$ cat src/rtl/rotate_left_serial.sv
// rotate_left_serial: serial rotator, one bit per clock, start/ready/done_tick handshake; ROT_DIR_EN adds a dir port for right rotation
module rotate_left_serial #(
  parameter int DATA_W = 8,
  parameter int AMT_W  = 3
) (
  input  logic              clk,
  input  logic              reset,
  input  logic              start,
`ifdef ROT_DIR_EN
  input  logic              dir,
`endif
  input  logic [DATA_W-1:0] a,
  input  logic [AMT_W-1:0]  amt,
  output logic              ready,
  output logic              done_tick,
  output logic [DATA_W-1:0] y
);
  if (DATA_W != 2**AMT_W) begin : g_width_check
    $error("rotate_left_serial: DATA_W must equal 2**AMT_W");
  end
  typedef enum logic [1:0] {IDLE, SHIFT, DONE} state_t;
  state_t            state, state_next;
  logic [AMT_W-1:0]  count, count_next;
  logic [DATA_W-1:0] y_next;
  logic              right, right_next;
  logic              dir_in;
`ifdef ROT_DIR_EN
  assign dir_in = dir;
`else
  assign dir_in = 1'b0;
`endif
  // state, result and remaining-step registers
  always_ff @(posedge clk) begin
    if (reset) begin
      state <= IDLE;
      y     <= '0;
      count <= '0;
      right <= 1'b0;
    end else begin
      state <= state_next;
      y     <= y_next;
      count <= count_next;
      right <= right_next;
    end
  end
  // next-state, datapath update and handshake outputs
  always_comb begin
    state_next = state;
    y_next     = y;
    count_next = count;
    right_next = right;
    ready      = state == IDLE;
    done_tick  = state == DONE;
    case (state)
      IDLE: if (start) begin
        y_next     = a;
        count_next = amt;
        right_next = dir_in;
        state_next = amt == '0 ? DONE : SHIFT;
      end
      SHIFT: begin
        y_next     = right ? {y[0], y[DATA_W-1:1]} : {y[DATA_W-2:0], y[DATA_W-1]};
        count_next = count - 1'b1;
        state_next = count == AMT_W'(1) ? DONE : SHIFT;
      end
      DONE:    state_next = IDLE;
      default: state_next = IDLE;
    endcase
  end
endmodule

$ cat config.mk
export PLATFORM = sky130hd
export DESIGN_NAME = rotate_left_serial
export DESIGN_NICKNAME = d
export VERILOG_FILES = /design/src/rtl/rotate_left_serial.sv
export SDC_FILE = /design/constraint.sdc
export NUM_CORES = 1
export LEC_CHECK = 0
export ABC_AREA = 1
export BUFFER_PORTS_ARGS = -buffer_cell sky130_fd_sc_hd__buf_4
export CAP_MARGIN = 10
export CORE_MARGIN = 1.5
export CORE_UTILIZATION = 48
export DETAILED_ROUTE_END_ITERATION = 8
export PLACE_DENSITY = 0.76
export REMOVE_ABC_BUFFERS = 1
export SYNTH_ARGS = -nofsm -noshare
export SYNTH_HDL_FRONTEND = slang
export SYNTH_SLANG_ARGS = --single-unit
export TNS_END_PERCENT = 1
$ cat constraint.sdc
create_clock -name clk -period 1.3 [get_ports clk]
set_input_delay 0.195 -clock clk [delete_from_list [all_inputs] [get_ports clk]]
set_output_delay 0.195 -clock clk [all_outputs]
set_load 0.005 [all_outputs]
==> key figures <==
Synthesis
  • #FFs+latches synth: 13
  • Register area share after synthesis: 34.96%
  • Yosys warns: 0
  • Cell Area, Synth: 744.5 um2
  • Mapped Cells: 119
  • Mean post-synth cell area: 6.256 um2
  • Synth unique cells: 16

Drt
  • Total wire length: 1636 um
  • Vias: 756
  • Drt drc: 0
  • Post-route ant nets: 0
  • Initial drt markers: 14
  • WL/cell: 10.29 um
  • Vias/cell: 4.755
  • DR pass1 iterations: 4

STA
  • Tmin final: 1.264 ns
  • Max Fclk: 790.9 MHz
  • Worst slew pin tran: 0.4055 ns
  • Clock Skew: 0.003276 ns
  • RSZ-0062 raised after global routing: yes
  • Tcrit/Tclk final: 97.26%
  • Final setup viols: 0
  • Setup Total Neg Slack: 0 ns
  • Final hold vios: 0
  • Slew margin rel.: 72.94%
  • Slew Limit Fails: 0

Run
  • Maxcap violations: 0

Die
  • Die ar.: 0.001796 mm2
  • Core area: 0.001471 mm2
  • Top Ports: 24
  • Row Count: 14
  • Die X: 42.38 um
  • Die H: 42.38 um
  • Initial Util: 50.60%

Place
  • Final GP Congestion: 0.7160
  • Number of port buffers: 23
  • Final HPWL DP: 1188 um
  • Cell Area, Placed: 905.9 um2

GRT
  • Initial antenna violation count: 0
  • Vias in the first global route: 694
  • Total track usage: 21.30%
  • Gr ovfl total: 0
  • First-pass GRT wire length: 2842 um
  • Pin count of the biggest net entering global routing: 22

Pwr
  • Pwr Density: 1148 mW/mm2
  • Combinational share of power: 31.0%
  • Pleak: 0.5052 nW
  • Worst VDD drop: 0.7047 mV
  • Clock network power share: 24.7%
  • Switching portion of total power: 33.15%
  • Internal power: 0.7171 mW
  • Switching pwr: 0.3556 mW
  • Reg power frac: 44.3%

Clocking
  • Setup bufs post-CTS: 0
  • H-tree levels: 1
  • Clock root cell: clkbuf_4
  • CTS buffer count: 3
  • CTS Sinks: 13
  • Clock tree buffer depth: 2
  • Post_cts resized: 1
  • Clock Latency Late Sink: 0.29 ns
  • CTS tree: built
  • Hold-fix buffers at CTS: 0
  • Reg clk slew, reported paths: 0.08 ns

Worst setup path
  • Critical path type: register to primary output
  • Worst path bufs/invs: 1
  • Nature of the critical path endpoint: primary output
  • Worst path required time: 1.11 ns
  • Critical path, cell by cell: nor2_2 > buf_4
  • CP startpoint kind: register
  • CP max FO: 7
  • Slowest stage delay, CP: 0.39 ns
  • Max stage delay cell, worst path: dfxtp_1
  • Worst path arrival time: 1.07 ns
  • Crit path max-delay family: flip-flops

Status
  • Status: completed

Finish
  • Area grow syn2layout: 25.55%
  • Most frequent cells in the layout: nand2_1 (35), buf_4 (25), nor2_1 (22), inv_1 (17), dfxtp_1 (13)
  • Filler cells: 142
  • Fin area: 934.6 um2
  • Commonest non-fill, non-tap cell in the layout: nand2_1
  • N_diodes: 0
  • Layout cells sized above 1: 23.78%
  • Final Net Count: 160

Min path
  • HP Class: primary input to register
-- registers in the layout, indices dropped and copies added, names as in the netlist --
register / count
state: 2
count: 3
y: 8
-- kinds of logic (layout without fill, tap and decap cells) --
| logic type | count (synthesis) | in the layout | synth area share, % |
|---|---|---|---|
| flops | 13 | 13 | 34.96 |
| fa+ha+maj | 2 | 2 | 3.361 |
| buf+inv | 23 | 47 | 15.29 |
| compound gates | 15 | 15 | 11.09 |
| simple gates | 66 | 66 | 35.30 |
-- worst min-delay path: stages --
cell     delay [ns]
buf_4          0.08
nand2_1        0.05
o21ai_2        0.05
nor2_1         0.03
nor2_1         0.07
-- layout make-up --
type                            count  area (um2)  area share [%]
Tap cell                           16       20.02           2.142
Timing Repair Buffer               25       187.7           20.08
Inverter                           18       67.56           7.229
Clock buffer                        4       26.28           2.811
Sequential cell                    13       260.3           27.84
Multi-Input combinational cell     83       372.9           39.89
-- routing by layer --
metal  up-vias  wire [um]  global-route usage, %
met2        16        795                  34.46
li1        406          -                      -
met5         -          0                      0
met1       330        733                  25.07
met3         4         84                  7.759
met4         0         23                  9.375
-- power by group through the flow --
stage,clock (mW),combinational (mW),sequential [mW]
floorplan,0,0.197,0.481
global placement,0,0.321,0.481
detailed placement,0,0.331,0.483
CTS,0.277,0.334,0.475
global route,0.291,0.383,0.482
finish,0.265,0.332,0.475
-- cells in the mapped netlist (all sizes together) --
cell / instances / share of area, %
nand2: 36 / 18
nor2: 23 / 12
inv: 18 / 9.1
dfxtp: 13 / 35
o21ai: 12 / 9.1
buf: 5 / 6.2
nand3: 4 / 2.7
a21oi: 3 / 2.0
ha: 2 / 3.4
nand4: 2 / 1.7
or2: 1 / 0.84
-- through the flow --
stage,total power [mW],setup WS [ns],hold WS (ns),std cells,util (%)
floorplan,0.6776,0.1469,0.3851,114,-
CTS,1.087,0.03532,0.2157,159,63.52
detailed placement,0.8140,0.1075,0.5223,155,61.56
global route,1.156,-0.03619,0.2381,159,63.52
global placement,0.8016,0.1794,0.5029,155,61.56
finish,1.073,0.03567,0.2176,159,63.52
-- final timing paths --
path | start | slack, ns | endpoint | depth (start not counted)
worst max-delay path | state[0] | 0.04 | ready | 2
worst min-delay path | a[7] | 0.22 | y[7] | 5
worst max register to register | state[0] | 0.07 | y[0] | 5
worst min register to register | y[7] | 0.55 | y[7] | 4
(Power assumes the default switching activity.)
